**config.mk**
```make
export PLATFORM = sky130hd
export DESIGN_NAME = mac_seq
export DESIGN_NICKNAME = d
export VERILOG_FILES = /design/src/rtl/mac_pkg.sv /design/src/rtl/mac_seq.sv
export SDC_FILE = /design/constraint.sdc
export NUM_CORES = 1
export LEC_CHECK = 0
export ABC_AREA = 0
export CAP_MARGIN = 40
export CORE_UTILIZATION = 45
export CTS_CLUSTER_DIAMETER = 100
export CTS_CLUSTER_SIZE = 16
export DETAILED_ROUTE_END_ITERATION = 7
export GPL_TIMING_DRIVEN = 0
export PLACE_DENSITY = 0.86
export SKIP_LAST_GASP = 1
export SLEW_MARGIN = 15
export SYNTH_ARGS = -nofsm -noshare
export SYNTH_HDL_FRONTEND = slang
export SYNTH_SLANG_ARGS = --single-unit
```
**constraint.sdc**
```tcl
create_clock -name clk -period 6.3 [get_ports clk]
set_input_delay 0.945 -clock clk [delete_from_list [all_inputs] [get_ports clk]]
set_output_delay 0.945 -clock clk [all_outputs]
set_load 0.05 [all_outputs]
```
**src/rtl/mac_pkg.sv**
```systemverilog
// mac_pkg: opcode/funct constants shared by the MAC ALU and its sequencer, plus the sequencer FSM states.
package mac_pkg;
    localparam logic [2:0] OP_MAC_COMMIT = 3'b100;
    localparam logic [2:0] OP_NOP        = 3'b000;
    localparam logic       FUNCT_LOAD    = 1'b1;
    localparam logic       FUNCT_MAC     = 1'b0;
    typedef enum logic [2:0] {S_IDLE, S_CLEAR, S_ACC, S_READ, S_HOLD} state_e;
endpackage

```
**src/rtl/mac_seq.sv**
```systemverilog
// mac_seq: dot-product sequencer streaming two sync-read operand vectors through the MAC ALU,
// one element per cycle, and returning the accumulated sum on a valid/ready port.
module mac_seq
    import mac_pkg::*;
#(
    parameter int REG_DATA_WIDTH = 16,
    parameter int OPCODE_WIDTH   = 3,
    parameter int ADDR_WIDTH     = 8,
    parameter int LEN_WIDTH      = 8
) (
    input  logic                      clk,
    input  logic                      rst_n,
    input  logic                      start,
    input  logic [ADDR_WIDTH-1:0]     base_a,
    input  logic [ADDR_WIDTH-1:0]     base_b,
    input  logic [LEN_WIDTH-1:0]      len,
    output logic                      busy,
    output logic                      mem_rd_en,
    output logic [ADDR_WIDTH-1:0]     mem_a_addr,
    output logic [ADDR_WIDTH-1:0]     mem_b_addr,
    input  logic [REG_DATA_WIDTH-1:0] mem_a_data,
    input  logic [REG_DATA_WIDTH-1:0] mem_b_data,
    output logic                      mac_funct,
    output logic [OPCODE_WIDTH-1:0]   mac_opcode,
    output logic [REG_DATA_WIDTH-1:0] mac_rs1,
    output logic [REG_DATA_WIDTH-1:0] mac_rs2,
    input  logic [REG_DATA_WIDTH-1:0] mac_rd,
    output logic                      res_valid,
    input  logic                      res_ready,
    output logic [REG_DATA_WIDTH-1:0] result
);
    state_e                    state_q, state_d;
    logic [ADDR_WIDTH-1:0]     base_a_q, base_a_d, base_b_q, base_b_d, rd_off;
    logic [LEN_WIDTH-1:0]      len_q, len_d, idx_q, idx_d;
    logic [REG_DATA_WIDTH-1:0] result_q, result_d;
    logic [LEN_WIDTH:0]        idx_nxt;
    logic                      last;

    // One bit wider so idx+1 == len is representable for the maximum length.
    assign idx_nxt = {1'b0, idx_q} + (LEN_WIDTH + 1)'(1);
    assign last    = idx_nxt == {1'b0, len_q};
    assign result  = result_q;

    always_comb begin
        state_d    = state_q;
        base_a_d   = base_a_q;
        base_b_d   = base_b_q;
        len_d      = len_q;
        idx_d      = idx_q;
        result_d   = result_q;
        busy       = state_q != S_IDLE;
        mem_rd_en  = 1'b0;
        rd_off     = '0;
        mac_funct  = FUNCT_MAC;
        mac_opcode = OPCODE_WIDTH'(OP_NOP);
        mac_rs1    = '0;
        mac_rs2    = '0;
        res_valid  = 1'b0;
        case (state_q)
            S_IDLE: if (start) begin
                base_a_d = base_a;
                base_b_d = base_b;
                len_d    = len;
                idx_d    = '0;
                state_d  = S_CLEAR;
            end
            S_CLEAR: begin
                mac_funct  = FUNCT_LOAD;
                mac_opcode = OPCODE_WIDTH'(OP_MAC_COMMIT);
                mem_rd_en  = 1'b1;
                state_d    = len_q != '0 ? S_ACC : S_READ;
            end
            // Data for element idx arrives now; the read for idx+1 is issued in the same cycle.
            S_ACC: begin
                mac_rs1    = mem_a_data;
                mac_rs2    = mem_b_data;
                mac_opcode = OPCODE_WIDTH'(OP_MAC_COMMIT);
                mem_rd_en  = !last;
                rd_off     = ADDR_WIDTH'(idx_nxt);
                idx_d      = idx_nxt[LEN_WIDTH-1:0];
                state_d    = last ? S_READ : S_ACC;
            end
            S_READ: begin
                result_d = mac_rd;
                state_d  = S_HOLD;
            end
            S_HOLD: begin
                res_valid = 1'b1;
                state_d   = res_ready ? S_IDLE : S_HOLD;
            end
            default: state_d = S_IDLE;
        endcase
        mem_a_addr = mem_rd_en ? base_a_q + rd_off : '0;
        mem_b_addr = mem_rd_en ? base_b_q + rd_off : '0;
    end

    always_ff @(posedge clk or negedge rst_n) begin
        if (!rst_n) begin
            state_q  <= S_IDLE;
            base_a_q <= '0;
            base_b_q <= '0;
            len_q    <= '0;
            idx_q    <= '0;
            result_q <= '0;
        end else begin
            state_q  <= state_d;
            base_a_q <= base_a_d;
            base_b_q <= base_b_d;
            len_q    <= len_d;
            idx_q    <= idx_d;
            result_q <= result_d;
        end
    end
endmodule

```
# Yosys cells after proc, flatten, opt, wreduce, memory -nomap -nowiden
# Index checks and enable logic that the tools add are counted.
word_totals:
  word_cells: 39
  ff_bits: 51
  out_inout_bits: 71
classes:
  muxes: 16
  n_reduce_logical: 8
  add_sub_neg: 3
  eq_ne: 6
ops:
  columns: ["op", "count"]
  rows:
  - ["$mux W16", 2]
  - ["$mux W8", 4]
  - ["$add A8 B8 Y8", 2]
  - ["$pmux W8 S2", 1]
  - ["$pmux W3 S5", 1]
  - ["$add A8 B1 Y9 const B", 1]
  - ["$eq A9 B8 Y1", 1]
  - ["$mux W3", 3]
  - ["$reduce_bool A8 Y1", 1]
  - ["$eq A3 B2 Y1 const B", 2]
  - ["$mux W1", 4]
  - ["$reduce_and A2 Y1", 2]
  - ["$eq A3 B1 Y1 const B", 1]
  - ["$eq A3 B3 Y1 const B", 1]
  - ["$logic_not A3 Y1", 1]
  - ["$reduce_bool A3 Y1", 1]
  - ["$ne A2 B2 Y1 const B", 1]
  - ["$pmux W1 S2", 1]
  - ["$reduce_bool A2 Y1", 1]
  - ["$reduce_or A2 Y1", 1]
  - ["$logic_not A1 Y1", 1]

# Longest topological paths before layout
# Gate-level depths: netlist (run 1).
depth:
  word_depth: 5
  ltp_mapped: 12

# Worst setup path after synthesis (run 1)
# No wires, ideal clock.
synth_timing:
  path_type: "register to output"
  startpoint: "register state_q[0]"
  endpoint: "output mem_b_addr[7]"
  t_required_ns: 5.355
  path_slack_ns: 2.326
  path_stages_with_launch: 12
  arrival_ns: 3.029
  path_cell_list: "dfrtp_1 > bufbuf_16 > nor3_1 > clkbuf_1 > and2_1 > ha_1 > a21o_1 > a21oi_1 > o21ai_0 > a31oi_1 > xnor2_1 > nor2_1"
synth_via:
  elab_chain_cells: 4
  word_cells_on_any_way: 6
  classes_between: "add/sub: 1; eq/ne: 2; mux: 3"
synth_rtl:
  columns: ["element", "line", "text"]
  rows:
  - ["from (decl)", "mac_seq.sv:32", "state_e state_q, state_d;"]
  - ["from (signal assigned)", "mac_seq.sv:106", "state_q <= state_d;"]
  - ["$eq A3 B2 Y1", "mac_seq.sv:59", "case (state_q)"]
  - ["$mux W8", "mac_seq.sv:59", null]
  - ["$add A8 B8 Y8", "mac_seq.sv:94", "mem_b_addr = mem_rd_en ? base_b_q + rd_off : '0;"]
  - ["$mux W8 (*)", "mac_seq.sv:94", null]
  - ["to (decl)", "mac_seq.sv:20", "output logic [ADDR_WIDTH-1:0] mem_b_addr,"]
# Mark *: on every way between the ends. The rest lies on a longest branch, timed or not.

# Worst setup path in the final report (run 1)
layout_timing:
  startpoint: "register state_q[0]"
  endpoint: "output mem_a_addr[7]"
layout_via:
  elab_chain_cells: 4
  word_cells_on_any_way: 6
  classes_between: "add/sub: 1; eq/ne: 2; mux: 3"
layout_rtl:
  columns: ["element", "line", "text"]
  rows:
  - ["$eq A3 B2 Y1", "mac_seq.sv:59", null]
  - ["$mux W8", "mac_seq.sv:59", null]
  - ["$add A8 B8 Y8", "mac_seq.sv:93", "mem_a_addr = mem_rd_en ? base_a_q + rd_off : '0;"]
  - ["$mux W8 (*)", "mac_seq.sv:93", null]
  - ["to (decl)", "mac_seq.sv:19", "output logic [ADDR_WIDTH-1:0] mem_a_addr,"]
# Marked as above.

==> results of run 1 <==
stage by stage:
| step | total power, mW | hold WS [ns] |
|---|---|---|
| final | 2.76 | 0.517 |
| after global routing | 2.91 | 0.534 |
| after CTS | 2.77 | 0.520 |
| after detailed placement | 2.58 | 0.497 |
| after global placement | 2.53 | 0.487 |
| after floorplan | 1.97 | 0.487 |
cells by family after synthesis:
logic type / count (synthesis)
adders and majority gates: 17
AOI/OAI and AO/OA: 47
other: 1
muxes: 40
DFF: 51
xor gates and xnor gates: 24
and+or+nand+nor: 102
buffers and inverters: 25
cell usage in the layout, fill, tap and decap left out, types with 2 or more instances in the layout:
cell type,netlist,layout
a21o_1,10,10
a21oi_1,9,9
a31oi_1,3,3
and2_1,33,33
and3_2,2,2
buf_12,1,2
buf_2,2,3
buf_4,5,5
clkbuf_1,6,6
clkbuf_8,0,5
clkdlybuf4s50_1,0,143
clkinv_2,0,2
conb_1,1,2
dfrtp_1,51,51
fa_1,2,2
ha_1,15,15
inv_1,8,8
mux2_2,40,40
nand2_1,15,15
nand3_1,4,4
nor2_1,24,24
nor2_2,4,4
nor2b_1,6,6
nor3_1,4,4
o2111ai_1,2,2
o21a_1,2,2
o21ai_0,11,11
o21bai_1,2,2
or2b_2,2,2
or3_1,2,2
xnor2_1,15,15
xor2_1,8,8
sequential cells by signal, summed over array words and instances (netlist names):
| register | flops |
|---|---|
| result | 16 |
| base_a_q | 8 |
| base_b_q | 8 |
| idx_q | 8 |
| len_q | 8 |
| state_q | 3 |
metal layers:
metal | vias to the layer above | GRT usage (%)
met5 | - | 0
met4 | 0 | 6.67
met3 | 17 | 6.19
met2 | 157 | 43.7
met1 | 1328 | 24.5
li1 | 1351 | -
critical path, cell delays in order, from the launching register on:
cell and delay (ns):
dfrtp_1 0.38, bufbuf_16 0.26, nor3_1 0.22, clkbuf_1 0.38
and2_1 0.35, ha_1 0.29, a21o_1 0.16, a21oi_1 0.24
o21ai_0 0.21, a31oi_1 0.26, xnor2_1 0.12, nor2_1 0.10
clkdlybuf4s50_1 0.83
path summary, 6_finish.rpt:
check,startpoint,endpoint,cells past startpoint
worst max-delay path,state_q[0],mem_a_addr[7],12
worst min-delay path,result[11],result[11],1
worst max register to register,idx_q[1],state_q[0],7
worst min register to register,result[11],result[11],1
max in group asynchronous,rst_n,idx_q[6],2
min in group asynchronous,rst_n,result[14],1
cell type report:
type / instances / area, µm² / area share (%)
Buffer: 16 / 134 / 2.74
Clock buffer: 5 / 68.8 / 1.41
Clock inverter: 3 / 18.8 / 0.384
Inverter: 9 / 33.8 / 0.691
Multi-Input combinational cell: 232 / 1780 / 36.4
Sequential cell: 51 / 1280 / 26.1
Tap cell: 96 / 120 / 2.46
Timing Repair Buffer: 145 / 1460 / 29.8
report_power, final:
| group | internal (mW) | switching (mW) | total (mW) |
|---|---|---|---|
| logic | 0.784 | 1.18 | 1.97 |
| registers | 0.479 | 0.120 | 0.599 |
| clock network | 0.0784 | 0.112 | 0.190 |
| total | 1.34 | 1.41 | 2.76 |
==> flow_summary.yaml, run 1 <==
place:
  dpl.hpwl_mm: 6.89
  placed_cells: 549
  place_area_um2: 4800
  place_ws_ns: 1.60
  gp_congestion: 0.944
  io_buffers: 144
clocking:
  cts_buffers: 5
  clk_pin_slew_ns: 0.10
  cts_buffer_depth: 2
  cts_resized: 0
  insertion_delay_ns: 0.31
  cts_setup_buffers: 0
  tritoncts: "done"
  htree_levels: 2
  cts_hold_buf: 0
  cts.sinks: 51
  cts_root_buffer: "clkbuf_8"
logic_synthesis:
  synth_top_area_share_pct: 39.6
  yosys.area.top_type: "dfrtp_1"
  syn_area_um2: 3220
  yosys.area_share.simple_pct: 17.1
  synth-compound-area-share_pct: 9.83
  synth_top_cells_by_count: "dfrtp_1 (51), mux2_2 (40), and2_1 (33)"
  syn_inst: 307
  avgSynthCellArea_um2: 10.5
  synth-async-reset-ratio_pct: 100
  synth-main-ff-cell: "dfrtp_1"
  synth.most_common_cell: "dfrtp_1"
  synthXorXnorAreaFrac_pct: 7.11
  synth.distinct_cells: 47
  synth_edf_count: 0
  ys_ff_latch: 51
  synthAdderAreaFrac_pct: 7.07
  synth_mux_area_share_pct: 14.0
  synth_top_family_by_area: "simple AND/OR/NAND/NOR gates"
  synth-seq-area-share_pct: 39.6
  yosysWarnings: 0
  ys_top_cells_by_area: "dfrtp_1 (40%), mux2_2 (14%), and2_1 (6.4%)"
worst_setup_path:
  end_kind: "output pin"
  worstPathRequired_ns: 5.35
  cp_max_fo: 10
  cp.arrival_ns: 4.11
  reg2reg_slack_ns: 3.97
  worstSetupPathType: "reg -> out"
  start_kind: "register"
finish:
  final_area_um2: 4890
  fillers: 529
  drive_above_1_share_pct: 15.8
  final_cells: 557
  n_antenna_cell: 0
  layout.nets: 553
  area_growth_pct: 51.8
  postLayoutCoreUtil_pct: 71.2
detailed_routing:
  first_pass_iters: 4
  drc: 0
  vias: 2853
  drtIter0Drc: 152
  postRouteWirelength_mm: 8.36
  viasPerCell: 5.12
  wl_met3_um: 799
  routedWlPerCell_um: 15.0
  routed-wl-met2_mm: 4.39
  final_antenna_net_count: 0
  top_layer: "met4"
  m1WireLength_mm: 3.02
timing:
  fin_crit_ns: 5.06
  rsz0062_at_grt: "false"
  fin_ws_ns: 1.24
  finalSetupTns_ns: 0
  drv_slew: 0
  final_hold_viol_count: 0
  worstMarginPinSlew_ns: 0.574
  fin_skew_ns: 0.00622
  finalSetupViolations: 0
  relSlewSlack_pct: 61.8
  period_share_pct: 80.3
  fmax_ghz: 0.198
die:
  core-area_um2: 6870
  fp.dieH_um: 86.6
  fp-row-count: 30
  initial_core_util_pct: 46.9
  dieArea_um2: 7500
  die_w_um: 86.6
  pin_count: 147
power_and_ir_drop:
  p_per_area_nw_per_um2: 564
  leakage_nw: 2.10
  ir_drop_mv: 0.380
global_route:
  grt_max_degree: 28
  grt_pass1_wl_mm: 13.3
  globalRouteOverflowTotal: 0
  antenna_found_initial: 0
  grt_pass1_vias: 2856
  grtUsageTotal_pct: 22.9
job:
  drv_cap: 0
status:
  status: "completed"
worst_hold_path:
  hold_path.class: "reg -> reg"
Power figures use the tool's default switching activity.
==> run 2: changes to the inputs <==
Settings changed: CORE_UTILIZATION 45 to 38, PLACE_DENSITY 0.86 to 0.77.
Clock period 6.3 ns to 4.3 ns, I/O delays scaled along.
==> run 2 against run 1 <==
Against the previous run: critical path depth shrank 3; global-route usage shrank 3.9 points; final cell count grew 1.6%; die area grew 18%; critical path type unchanged; largest cell class unchanged; highest routed layer unchanged; worst hold slack lost 0.12 ns; via count shrank 1.3%; clock-buffer cell count grew 3; sequential share of layout area shrank 0.10 points.
==> flow_summary.yaml, run 2 (synthesis gave the netlist of run 1 again) <==
timing:
  worstMarginPinSlew_ns: 0.743
  fin_skew_ns: 0.00704
  fin_crit_ns: 4.01
  fin_ws_ns: 0.289
  final_hold_viol_count: 0
  rsz0062_at_grt: "false"
  finalSetupViolations: 0
  fmax_ghz: 0.249
  hold_slack_ns: 0.396
  relSlewSlack_pct: 50.5
  drv_slew: 0
  period_share_pct: 93.3
worst_setup_path:
  cp.arrival_ns: 3.37
  worstSetupPathType: "reg -> out"
  worstPathRequired_ns: 3.65
  cp_max_fo: 10
  cpMaxStageDelayCell: "clkdlybuf4s50_1"
  end_kind: "output pin"
  cpPeakStageDelay_ns: 0.70
  crit_path_frequent_cell: "xnor2_1"
  ff2ff_path_depth: 7
  start_kind: "register"
  worstPathCellList: "ha_1 > xnor2_1 > xnor2_1 > a2111o_1 > nor4_2 > o21a_4 > buf_12 > nor2_1 > clkdlybuf4s50_1"
place:
  place_area_um2: 4820
  place_ws_ns: -0.161
  gp_congestion: 0.881
  dpl.hpwl_mm: 6.62
  io_buffers: 144
clocking:
  cts.sinks: 51
  cts_root_buffer: "clkbuf_8"
  cts_buffer_depth: 2
  tritoncts: "done"
  cts_hold_buf: 0
  cts_buffers: 5
  clk_pin_slew_ns: 0.09
  htree_levels: 2
  insertion_delay_ns: 0.30
  cts_setup_buffers: 0
global_route:
  globalRouteOverflowTotal: 0
  grt_max_degree: 33
  grt_pass1_wl_mm: 13.0
  grt_pass1_vias: 2865
  antenna_found_initial: 0
  grtUsageTotal_pct: 19.0
detailed_routing:
  postRouteWirelength_mm: 8.10
  final_antenna_net_count: 0
  vias: 2816
  drtIter0Drc: 76
  first_pass_iters: 4
  viasPerCell: 4.98
  drc: 0
  routedWlPerCell_um: 14.3
finish:
  postLayoutCoreUtil_pct: 59.7
  final_common_cell: "clkdlybuf4s50_1"
  most-common-layout-cells: "clkdlybuf4s50_1 (135), dfrtp_1 (51), mux2_2 (40), and2_1 (32), nor2_1 (24)"
  largest_register_ff_count: 16
  final_area_um2: 4910
  drive_above_1_share_pct: 17.1
  n_antenna_cell: 0
  area_growth_pct: 52.3
  layout.nets: 553
job:
  drv_cap: 0
die:
  fp-row-count: 33
  initial_core_util_pct: 39.2
  die_w_um: 94.1
  fp.dieH_um: 94.1
  pin_count: 147
  core-area_um2: 8220
  dieArea_um2: 8850
worst_hold_path:
  hold_path.class: "in -> async"
power_and_ir_drop:
  leakage_nw: 2.15
  p_per_area_nw_per_um2: 822
  total_power_mw: 4.04
  ir_drop_mv: 0.532
status:
  status: "completed"
==> run 2: cell types whose count changed in the layout (fill, tap and decap cells not counted), sizes merged <==
cell / change
inv: -1
buf: +1
clkdlybuf4s50: -8
clkbuf: +5
dlygate4sd2: +3
clkinv: -2
clkdlybuf4s18: +1
dlymetal6s2s: +1
==> run 2: power by group <==
part	switching, mW	internal, mW
sequential	0.179	0.703
clock	0.157	0.147
combinational	1.73	1.12
==> run 2: final timing paths <==
path / slack, ns / start / endpoint
setup / recovery: 0.29 / idx_q[1] / mem_b_addr[3]
hold / removal: 0.40 / rst_n / result[4]
setup reg to reg: 1.96 / idx_q[1] / state_q[0]
hold reg to reg: 0.51 / result[10] / result[10]
max in group asynchronous: 3.35 / rst_n / idx_q[1]
min in group clk: 0.51 / result[10] / result[10]
==> run 2: layout make-up <==
class / instances / area [µm²]
well taps: 105 / 131
multi-input cells: 232 / 1780
clock buffers: 8 / 100
repair buffers: 145 / 1450
fillers: 716 / 3310
inverters: 9 / 33.8
plain buffers: 16 / 136
flip-flops and latches: 51 / 1280
==> run 2: repair_timing <==
action,4_1_cts,5_1_grt
setup endpoints to repair,9,9
resized for setup,11,11
endpoints found under the hold margin,0,0
cloned,0,0
pin swaps,0,0
==> run 2: per-stage QoR <==
stage | setup TNS, ns | std cells
2_1_floorplan | 0 | 308
3_3_place_gp | -0.219 | 557
3_5_place_dp | -0.292 | 558
4_1_cts | -0.0606 | 566
5_1_grt | 0 | 566
6_report | 0 | 566
==> run 2: routing by layer <==
layer / up-vias / GRT usage (%) / part of all wire (%)
li1: 1351 / - / -
met1: 1331 / 18.8 / 36
met2: 124 / 36.5 / 53
met3: 10 / 7.20 / 11
met4: 0 / 5.00 / 1.2
met5: - / 0 / 0
==> run 2: critical path, delay by kind of cell (launching register included) <==
family / cells / cell delay, ns
adder cells (fa/ha/maj): 1 / 0.30
flip-flops: 1 / 0.47
AO/OA/AOI/OAI: 2 / 0.64
XOR/XNOR: 2 / 0.38
AND/OR/NAND/NOR: 2 / 0.43
buffers and inverters: 2 / 0.85
==> run 3: changes to the inputs <==
Settings changed: SLEW_MARGIN 15 to unset.
==> run 3 against run 2 <==
Against the previous run: clock-buffer cell count unchanged; setup slack worse by 0.020 ns; sequential cell count unchanged; first-iteration DRC count up 70%; maximum frequency decreased by 0.50%; critical endpoint is now mem_b_addr[7]; via count up 0.46%; largest cell class unchanged; core utilization decreased by 0.076 points; register-to-register slack better by 0.03 ns; highest routed layer unchanged; final cell count is the same; largest power group unchanged.
==> flow_summary.yaml, run 3 (synthesis gave the netlist of run 1 again) <==
global_route:
  globalRouteOverflowTotal: 0
  grtUsageTotal_pct: 18.3
  antenna_found_initial: 0
  grt_pass1_vias: 2765
  grt_max_degree: 38
  grt_pass1_wl_mm: 12.7
die:
  fp.dieH_um: 94.1
  core-area_um2: 8220
  pin_count: 147
  initial_core_util_pct: 39.2
  fp-row-count: 33
  die_w_um: 94.1
  dieArea_um2: 8850
finish:
  area_growth_pct: 52.2
  most-common-layout-cells: "clkdlybuf4s50_1 (135), dfrtp_1 (51), mux2_2 (40), and2_1 (32), nor2_1 (24)"
  n_antenna_cell: 0
  final_area_um2: 4900
  largest_register_ff_count: 16
  final_cells: 566
  drive_above_1_share_pct: 17.1
  final_common_cell: "clkdlybuf4s50_1"
  layout.nets: 553
  fillers: 703
worst_setup_path:
  worstPathRequired_ns: 3.65
  end_kind: "output pin"
  cp.arrival_ns: 3.39
  cp_max_fo: 10
  start_kind: "register"
  worstSetupPathType: "reg -> out"
  reg2reg_slack_ns: 1.99
timing:
  relSlewSlack_pct: 65.2
  fin_skew_ns: 0.00298
  rsz0062_at_grt: "false"
  worstMarginPinSlew_ns: 0.520
  finalSetupTns_ns: 0
  drv_slew: 0
  finalSetupViolations: 0
  period_share_pct: 93.7
  fmax_ghz: 0.248
  hold_slack_ns: 0.243
  final_hold_viol_count: 0
  fin_crit_ns: 4.03
clocking:
  cts_root_buffer: "clkbuf_8"
  cts.sinks: 51
  cts_hold_buf: 0
  cts_buffers: 5
  cts_buffer_depth: 2
  insertion_delay_ns: 0.30
  clk_pin_slew_ns: 0.09
  htree_levels: 2
  cts_setup_buffers: 0
  tritoncts: "done"
detailed_routing:
  vias: 2829
  top_layer: "met4"
  drtIter0Drc: 129
  postRouteWirelength_mm: 7.92
  drc: 0
  routed-wl-met2_mm: 4.02
  final_antenna_net_count: 0
  routedWlPerCell_um: 14.0
  wl_met3_um: 847
  m1WireLength_mm: 2.98
  first_pass_iters: 5
  viasPerCell: 5.00
power_and_ir_drop:
  total_power_mw: 4.02
  p_per_area_nw_per_um2: 821
  ir_drop_mv: 0.534
  leakage_nw: 2.14
place:
  io_buffers: 144
  dpl.hpwl_mm: 6.43
  gp_congestion: 0.881
  placed_cells: 558
  place_area_um2: 4810
worst_hold_path:
  hold_path.class: "in -> async"
status:
  status: "completed"
job:
  drv_cap: 0
-- run 3: cell count changes in the layout (fill, tap and decap cells not counted), sizes merged --
cell           change
clkbuf             +1
buf                -1
clkdlybuf4s15      +1
clkdlybuf4s18      -1
-- run 3: what timing repair did --
| action | in CTS | in global routing |
|---|---|---|
| hold endpoints to repair | 0 | 0 |
| setup endpoints to repair | 9 | 6 |
| resized for setup | 11 | 9 |
| pin swaps | 0 | 0 |
| cloned | 0 | 0 |
-- run 3: path summary, 6_finish.rpt --
kind,startpoint,to,cells after the start
hold / removal,rst_n,len_q[0],1
setup / recovery,state_q[0],mem_b_addr[7],12
hold reg to reg,result[9],result[9],1
min in group clk,result[9],result[9],1
max in group asynchronous,rst_n,base_a_q[4],2
setup reg to reg,idx_q[1],state_q[0],7
-- run 3: per-stage QoR --
step | util [%] | setup WS (ns)
after CTS | 59.8 | -0.0444
after detailed placement | 58.6 | -0.157
after global routing | 59.7 | 0.00631
after floorplan | - | 0.626
final | 59.7 | 0.269
after global placement | 58.4 | -0.128
-- run 3: where the power goes --
group / switching, mW / internal, mW / total (mW)
sequential: 0.178 / 0.703 / 0.881
clock: 0.152 / 0.147 / 0.299
combinational: 1.72 / 1.12 / 2.84
-- run 3: critical path, stage by stage, from the launching register on --
cell and delay (ns):
dfrtp_1 0.38, bufbuf_16 0.26, nor3_1 0.21, clkbuf_2 0.29
and2_2 0.27, ha_1 0.25, a21o_1 0.17, a21oi_1 0.20
o21ai_0 0.20, a31oi_1 0.25, xnor2_1 0.10, nor2_1 0.12
clkdlybuf4s15_2 0.39
-- run 3: area by class of cell --
type	instances	area (µm²)	share of cell area, %
sequential	51	1280	26.0
multi-input combinational	232	1780	36.4
buffer	16	136	2.78
timing repair buffer	145	1440	29.4
clock buffer	8	100	2.04
inverter	9	33.8	0.689
tap	105	131	2.68
-- run 3: routing by layer --
layer  vias up  track usage [%]
met5         -                0
met4         0             4.62
met3         8             5.50
met2       150             33.9
met1      1319             20.3
li1       1352                -
